<file path="config.mk">
export PLATFORM = sky130hd
export DESIGN_NAME = universal_shift_register
export DESIGN_NICKNAME = d
export VERILOG_FILES = /design/src/rtl/usr_pkg.sv /design/src/rtl/usr_shift_step.sv /design/src/rtl/universal_shift_register.sv
export SDC_FILE = /design/constraint.sdc
export NUM_CORES = 1
export LEC_CHECK = 0
export BUFFER_PORTS_ARGS = -buffer_cell sky130_fd_sc_hd__buf_2
export CAP_MARGIN = 20
export CORE_MARGIN = 5
export CORE_UTILIZATION = 44
export CTS_CLUSTER_SIZE = 20
export DETAILED_ROUTE_END_ITERATION = 10
export PLACE_DENSITY = 0.77
export SLEW_MARGIN = 25
export SYNTH_ARGS = -nofsm -noshare
export SYNTH_HDL_FRONTEND = slang
export SYNTH_SLANG_ARGS = --single-unit
</file>
<file path="constraint.sdc">
create_clock -name clk -period 1.4 [get_ports clk]
set_input_delay 0.07 -clock clk [delete_from_list [all_inputs] [get_ports clk]]
set_output_delay 0.07 -clock clk [all_outputs]
set_load 0.01 [all_outputs]
</file>
<file path="src/rtl/usr_pkg.sv">
// Shared definitions for the universal shift register: operation codes,
// FSM state encoding and a small decode helper.
package usr_pkg;

  localparam logic [2:0] MODE_LOAD = 3'b000;
  localparam logic [2:0] MODE_SHL  = 3'b001;
  localparam logic [2:0] MODE_SHR  = 3'b010;
  localparam logic [2:0] MODE_ROL  = 3'b011;
  localparam logic [2:0] MODE_ROR  = 3'b100;
  localparam logic [2:0] MODE_ASR  = 3'b101;

  typedef enum logic {
    ST_IDLE = 1'b0,
    ST_RUN  = 1'b1
  } state_e;

  // Codes 110 and 111 are both no-operation.
  function automatic logic is_nop(input logic [2:0] m);
    return m[2] & m[1];
  endfunction

endpackage

</file>
<file path="src/rtl/usr_shift_step.sv">
// Combinational single-step next value of the register for a given mode.
// LOAD and NOP leave the value unchanged here; LOAD is handled by the top.
module usr_shift_step
  import usr_pkg::*;
#(
  parameter int DATA_WID = 8
) (
  input  logic [DATA_WID-1:0] cur,
  input  logic [2:0]          mode,
  input  logic                ser_in_lsb,
  input  logic                ser_in_msb,
  output logic [DATA_WID-1:0] nxt
);

  always_comb begin
    // NOTE: assign a default before the case so every path drives nxt and no latch is inferred.
    nxt = cur;
    case (mode)
      MODE_SHL: nxt = {cur[DATA_WID-2:0], ser_in_lsb};
      MODE_SHR: nxt = {ser_in_msb, cur[DATA_WID-1:1]};
      MODE_ROL: nxt = {cur[DATA_WID-2:0], cur[DATA_WID-1]};
      MODE_ROR: nxt = {cur[0], cur[DATA_WID-1:1]};
      MODE_ASR: nxt = {cur[DATA_WID-1], cur[DATA_WID-1:1]};
      default:  nxt = cur;
    endcase
  end

endmodule

</file>
<file path="src/rtl/universal_shift_register.sv">
// Multi-mode shift/rotate register with start/busy/done handshake.
// Holds the two-state FSM, the step counter and the Out register.
module universal_shift_register
  import usr_pkg::*;
#(
  parameter int DATA_WID = 8,
  parameter int CNT_WID  = 4
) (
  input  logic                clk,
  input  logic                rst_n,
  input  logic                start,
  input  logic [2:0]          mode,
  input  logic [CNT_WID-1:0]  amount,
  input  logic [DATA_WID-1:0] load_data,
  input  logic                ser_in_lsb,
  input  logic                ser_in_msb,
  input  logic                abort,
  output logic [DATA_WID-1:0] Out,
  output logic                ser_out_lsb,
  output logic                ser_out_msb,
  output logic                busy,
  output logic                done
);

  state_e              state_q;
  logic [2:0]          mode_q;
  logic [CNT_WID-1:0]  cnt_q;
  logic [DATA_WID-1:0] out_q;
  logic                busy_q;
  logic                done_q;
  logic [DATA_WID-1:0] shift_d;

  // Fill bits come straight from the ports so a stream can be shifted in live.
  usr_shift_step #(.DATA_WID(DATA_WID)) u_step (
    .cur        (out_q),
    .mode       (mode_q),
    .ser_in_lsb (ser_in_lsb),
    .ser_in_msb (ser_in_msb),
    .nxt        (shift_d)
  );

  always_ff @(posedge clk or negedge rst_n) begin
    if (!rst_n) begin
      state_q <= ST_IDLE;
      mode_q  <= MODE_LOAD;
      cnt_q   <= '0;
      out_q   <= '0;
      busy_q  <= 1'b0;
      done_q  <= 1'b0;
    end else begin
      // NOTE: non-blocking assignments throughout so every register samples pre-edge values.
      done_q <= 1'b0;
      case (state_q)
        ST_IDLE: begin
          if (start) begin
            if (mode == MODE_LOAD) begin
              out_q  <= load_data;
              done_q <= 1'b1;
            end else if (is_nop(mode) || (amount == '0)) begin
              done_q <= 1'b1;
            end else begin
              mode_q  <= mode;
              cnt_q   <= amount;
              busy_q  <= 1'b1;
              state_q <= ST_RUN;
            end
          end
        end
        ST_RUN: begin
          // Abort wins over the final shift; the command ends silently.
          if (abort) begin
            cnt_q   <= '0;
            busy_q  <= 1'b0;
            state_q <= ST_IDLE;
          end else begin
            out_q <= shift_d;
            cnt_q <= cnt_q - CNT_WID'(1);
            if (cnt_q == CNT_WID'(1)) begin
              busy_q  <= 1'b0;
              done_q  <= 1'b1;
              state_q <= ST_IDLE;
            end
          end
        end
      endcase
    end
  end

  assign Out         = out_q;
  assign busy        = busy_q;
  assign done        = done_q;
  assign ser_out_lsb = out_q[0];
  assign ser_out_msb = out_q[DATA_WID-1];

endmodule

</file>
==> key figures, run 1 <==
Status
  • Outcome: finished with violations
  • Failing checks: setup timing

Critical path
  • Crit-path slowest cell: dfrtp_1
  • Worst endpoint data arrival time: 1.73 ns
  • CP Launch Type: register
  • Crit path max-delay family: simple AND/OR/NAND/NOR gates
  • Critical Path Stages: 5
  • Crit Path Max Fanout: 13
  • Worst R2R Path Depth: 5
  • Worst-path cell chain: or3_4 > a32oi_4 > buf_12 > nor2_1 > a22o_1
  • Endpoint class of the critical path: register
  • CP Class: reg -> reg
  • CP Data Required Time: 1.61 ns
  • Buf/Inv on CP: 1
  • Reg-to-Reg Start: mode_q[1]
  • Worst setup startpoint: mode_q[1]
  • Slowest cell delay on critical path: 0.41 ns

STA
  • Hold slack final: 0.00963 ns
  • RSZ-0062 raised after global routing: yes
  • Setup TNS: -0.844 ns
  • Worst slew pin tran: 0.558 ns
  • Final setup viols: 8
  • Period utilisation layout: 109%
  • Final Hold Vio Count: 0
  • Min cycle time layout: 1.53 ns
  • Slew Viols, Final: 0
  • Rel. slew slack: 62.5%
  • FMAX: 655 MHz
  • Final Worst Setup Slack: -0.128 ns
  • Worst clock skew: 0.00420 ns

Finish
  • Layout cells sized above 1: 41.5%
  • Antenna diode count: 0
  • Post-route cell area: 1670 um2
  • Synth-to-Final Area Change: 34.0%
  • Final core occ: 61.0%
  • Final nets: 207

Routing
  • DRT iter0 DRCs: 55
  • DRC: 0
  • DR vias: 1,210
  • Routed len/inst: 16.0 um
  • Detailed-route vias per instance: 5.65
  • TritonRoute pass-1 iters: 4
  • DRT antenna net count: 0
  • Final wirelength: 3430 um

Pwr
  • Internal power: 1.82 mW
  • Max VDD drop: 1.28 mV
  • Switching Share: 41.1%
  • Reg power frac: 31.6%
  • Switch Pwr: 1.27 mW
  • Leak Pwr: 0.809 nW
  • PwrDens: 1850 nW/um2
  • Comb pwr share: 57.4%
  • Clock Power Share: 11.0%

Placed design
  • Pre-CTS worst setup slack: -0.133 ns
  • Port-buffer cells: 32
  • Routability cong.: 0.837
  • DP HPWL: 2450 um
  • Placed cell areas: 1530 um2

Clocking
  • H-tree depth: 1
  • Clock slew at reported path FFs: 0.11 ns
  • Worst-Skew Late Latency: 0.31 ns
  • CTS tree: yes
  • CTS max path bufs: 2
  • CTS root buf: clkbuf_4
  • Clk sink count: 18
  • CTS Buf Count: 3

Global route
  • Initial antenna violation count: 0
  • GRT overflow: 0
  • Total track usage: 17.0%
  • First-pass GRT wire length: 5420 um
  • Largest net degree at the start of global routing: 21
  • Vias in the first global route: 1,177

Floorplan
  • Die area: 3990 um2
  • Starting density of the core: 45.5%
  • # rows: 19
  • Die X: 63.2 um
  • Vert. Die Dim: 63.2 um
  • Area of the core: 2730 um2
  • Top-Level Pins: 33

Logic synthesis
  • Post-Syn Area: 1240 um2
  • Syn_nets: 158
  • Synth Warn #: 0
  • Synth Instances: 135
  • Mapped Avg Cell Area: 9.21 um2
  • Sequential element share of the synthesized area: 36.2%
  • #FFs+latches synth: 18
  • Unique masters post-synth: 39

Flow run
  • MaxCap Viol Count: 0

Hold path
  • Hold path startpoint: mode[0]
  • Hold Path Class: in -> reg
  • Hold depth: 2
## worst register-to-register path: stages, from the launching register on
cell,delay [ns]
dfrtp_1,0.41
or3_4,0.41
a32oi_4,0.21
buf_12,0.16
nor2_1,0.05
a22o_1,0.19
## synth_stat cells, drive strengths merged
cell type  instances  share of area, %
dfrtp             18                36
nor2              13               3.9
a21oi             11               4.4
mux2               9               8.1
nand2              9               2.7
o21ai              8               3.2
mux2i              7               5.6
a22o               6               4.2
buf                6               3.3
inv                5               1.5
nand3              5               2.0
clkbuf             4               1.2
and2b              3               1.8
nand2b             3               1.5
o221ai             3               2.1
a32oi              2               2.9
ha                 2               2.0
nor2b              2               1.0
nor3               2              0.80
or3                2               1.4
a2111o             1              0.91
a211oi             1              0.60
a22oi              1              0.60
and2               1              0.50
nand4              1              0.50
nor4               1              0.50
o2111ai            1              0.70
o211a              1              0.80
o211ai             1              0.60
o21a               1              0.60
o21ba              1              0.80
o31ai              1              0.60
o32ai              1              0.70
xnor2              1              0.70
xor2               1              0.70
## routing by layer
metal / vias to the layer above / track usage (%) / routed length (um)
met5: - / 0 / 0
met1: 574 / 19.4 / 1310
met2: 38 / 29.4 / 1850
met3: 7 / 4.09 / 205
met4: 0 / 7.96 / 65
li1: 591 / - / -
## layout make-up
| type | count | area (um2) |
|---|---|---|
| clock buffer | 4 | 36.3 |
| tap | 31 | 38.8 |
| sequential | 18 | 450 |
| inverter | 5 | 22.5 |
| timing repair buffer | 54 | 365 |
| multi-input combinational | 102 | 753 |
| fill | 248 | 1070 |
## placed cells by master, fill, tap and decap left out, types with 2 or more instances in the layout
master / netlist / layout
nor2b_1: 2 / 2
nand3_1: 5 / 4
a21oi_1: 11 / 11
and2b_1: 3 / 3
o221ai_2: 0 / 2
buf_2: 3 / 32
dfrtp_1: 18 / 18
a22o_1: 6 / 6
mux2_2: 9 / 9
nor2_1: 13 / 13
nand2_1: 9 / 8
o21ai_0: 8 / 7
inv_1: 5 / 4
buf_4: 2 / 15
ha_1: 2 / 2
nand2b_1: 3 / 3
clkbuf_4: 0 / 3
buf_6: 1 / 2
nor3_1: 2 / 2
mux2i_1: 7 / 7
buf_12: 0 / 2
## kinds of logic (layout without fill, tap and decap cells)
group,after synthesis,count (layout),share of synthesized area [%]
AOI/OAI and AO/OA,40,40,23.8
xor gates and xnor gates,2,2,1.41
adders and majority gates,2,2,2.01
buffers and inverters,15,63,6.04
DFF,18,18,36.2
muxes,16,16,13.8
and+or+nand+nor,42,42,16.7
## power by group through the flow
stage | logic (mW) | registers (mW) | clock network (mW)
global route | 1.92 | 1.02 | 0.375
floorplan | 1.02 | 1.00 | 0
detailed placement | 1.62 | 0.981 | 0
finish | 1.77 | 0.977 | 0.339
global placement | 1.57 | 0.948 | 0
CTS | 1.62 | 0.970 | 0.348
## registers in the layout, indices dropped and copies added (netlist names)
signal   flops
cnt_q        4
busy         1
done         1
state_q      1
Out          8
mode_q       3
## stage by stage
step	power, mW	instances
floorplan	2.02	135
global placement	2.51	204
detailed placement	2.60	204
CTS	2.94	209
global route	3.32	214
finish	3.09	214
## path summary, 6_finish.rpt
path                        endpoint  slack (ns)
max                           Out[1]       -0.13
min                        mode_q[0]        0.01
max reg2reg                   Out[1]       -0.13
min reg2reg                     busy        0.53
max in group asynchronous    state_q        0.88
min in group asynchronous     Out[7]        0.22
## repair_timing
| item | CTS | global route |
|---|---|---|
| endpoints found under the setup margin | 11 | 15 |
| hold endpoints to repair | 18 | 0 |
| gates resized for setup | 0 | 12 |
| setup buffers | 0 | 5 |
| hold buffers | 1 | 0 |
| pin swaps | 0 | 1 |
No activity file was read; power rests on OpenSTA's default activity.
==> run 2: changes to the inputs <==
- SKIP_CTS_REPAIR_TIMING: default -> 1
==> run 2 against run 1 <==
  * The run still ends with setup timing left
  * Via count down 1.2%
  * Sequential cell count unchanged
  * Non-clock buffer count unchanged
  * Hold slack about the same
  * Critical endpoint unchanged
  * Die area unchanged
  * Sequential power about the same
  * Total power about the same
  * Clock-buffer cell count unchanged
  * Global-route usage about the same
  * Clock skew about the same
  * Maximum frequency about the same
  * Largest cell class unchanged
==> key figures, run 2 (same netlist as run 1, synthesis figures left out) <==
STA
  • FMAX: 655 MHz
  • Period utilisation layout: 109%
  • Min cycle time layout: 1.53 ns
  • Worst slew pin tran: 0.558 ns
  • Worst clock skew: 0.00425 ns
  • Hold slack final: 0.00963 ns
  • Rel. slew slack: 62.5%
  • Final Worst Setup Slack: -0.127 ns
  • Final Hold Vio Count: 0
  • Final setup viols: 8
  • Slew Viols, Final: 0
  • RSZ-0062 raised after global routing: yes

Routing
  • DR vias: 1,196
  • TritonRoute pass-1 iters: 4
  • Routed len/inst: 16.0 um
  • DRT antenna net count: 0
  • Final wirelength: 3420 um
  • Detailed-route vias per instance: 5.59
  • DRT iter0 DRCs: 62
  • DRC: 0

Critical path
  • CP Data Required Time: 1.61 ns
  • CP Launch Type: register
  • Crit-path slowest cell: dfrtp_1
  • Buf/Inv on CP: 1
  • CP Class: reg -> reg
  • Crit path max-delay family: simple AND/OR/NAND/NOR gates
  • Slowest cell delay on critical path: 0.41 ns
  • Crit Path Max Fanout: 13
  • Worst endpoint data arrival time: 1.73 ns
  • Worst-path cell chain: or3_4 > a32oi_4 > buf_12 > nor2_1 > a22o_1
  • Endpoint class of the critical path: register

Hold path
  • Hold Path Class: in -> reg

Finish
  • Fillers: 248
  • Layout cells sized above 1: 41.5%
  • Max reg flops: 8
  • Final core occ: 61.0%
  • Commonest non-fill, non-tap cell in the layout: buf_2
  • Antenna diode count: 0
  • Final nets: 207
  • Post-route cell area: 1670 um2
  • Synth-to-Final Area Change: 34.0%
  • Most frequent cells in the layout: 32 x buf_2, 18 x dfrtp_1, 15 x buf_4, 13 x nor2_1, 11 x a21oi_1

Clocking
  • Clock slew at reported path FFs: 0.11 ns
  • H-tree depth: 1
  • CTS tree: yes
  • CTS Buf Count: 3
  • CTS max path bufs: 2
  • CTS root buf: clkbuf_4
  • Clk sink count: 18
  • Worst-Skew Late Latency: 0.31 ns

Placed design
  • Placed cell areas: 1530 um2
  • Pre-CTS worst setup slack: -0.133 ns
  • DP HPWL: 2450 um
  • Routability cong.: 0.837
  • Port-buffer cells: 32

Global route
  • Initial antenna violation count: 0
  • First-pass GRT wire length: 5410 um
  • Total track usage: 16.9%
  • Vias in the first global route: 1,177
  • GRT overflow: 0
  • Largest net degree at the start of global routing: 21

Pwr
  • Overall power: 3.09 mW
  • PwrDens: 1850 nW/um2
  • Leak Pwr: 0.809 nW
  • Max VDD drop: 1.28 mV

Floorplan
  • Area of the core: 2730 um2
  • Die X: 63.2 um
  • # rows: 19
  • Top-Level Pins: 33
  • Vert. Die Dim: 63.2 um
  • Die area: 3990 um2
  • Starting density of the core: 45.5%

Flow run
  • MaxCap Viol Count: 0

Status
  • Outcome: finished with violations
  • Failing checks: setup timing
-- run 2: cell counts in the layout (fill, tap and decap cells not counted) --
No cell type changed its count.
-- run 2: worst paths after layout --
| path | depth (start not counted) | slack, ns | end | from |
|---|---|---|---|---|
| min | 2 | 0.01 | mode_q[0] | mode[0] |
| max reg2reg | 5 | -0.13 | Out[1] | mode_q[1] |
| min in group asynchronous | 2 | 0.22 | Out[7] | rst_n |
| min reg2reg | 2 | 0.53 | busy | busy |
| max | 5 | -0.13 | Out[1] | mode_q[1] |
| max in group asynchronous | 2 | 0.88 | state_q | rst_n |
-- run 2: per-stage QoR --
step                      setup TNS [ns]  std cells
final                             -0.842        214
after global routing               -1.19        214
after CTS                          -1.09        208
after detailed placement          -0.942        204
after global placement            -0.592        204
after floorplan                   -0.530        135
-- run 2: where the power goes --
part           switching, mW  internal (mW)  total [mW]
Clock                  0.180          0.159       0.339
Combinational          0.845          0.927        1.77
Sequential             0.245          0.733       0.977
Total                   1.27           1.82        3.09
-- run 2: cell type report --
cell class	count	area [um2]	share of cell area, %
sequential	18	450	27.0
multi-input combinational	102	753	45.2
clock buffer	4	36.3	2.18
timing repair buffer	54	365	21.9
inverter	5	22.5	1.35
tap	31	38.8	2.33
-- run 2: worst reg2reg max path, cell delays in order (launching register included) --
cell	delay [ns]
dfrtp_1	0.41
or3_4	0.41
a32oi_4	0.21
buf_12	0.16
nor2_1	0.05
a22o_1	0.19
-- run 2: metal layers --
metal | up-vias | part of all wire (%) | GRT usage [%]
met4 | 0 | 1.9 | 7.96
li1 | 591 | - | -
met2 | 34 | 54 | 29.2
met1 | 564 | 38 | 19.4
met3 | 7 | 6.0 | 4.09
met5 | - | 0 | 0
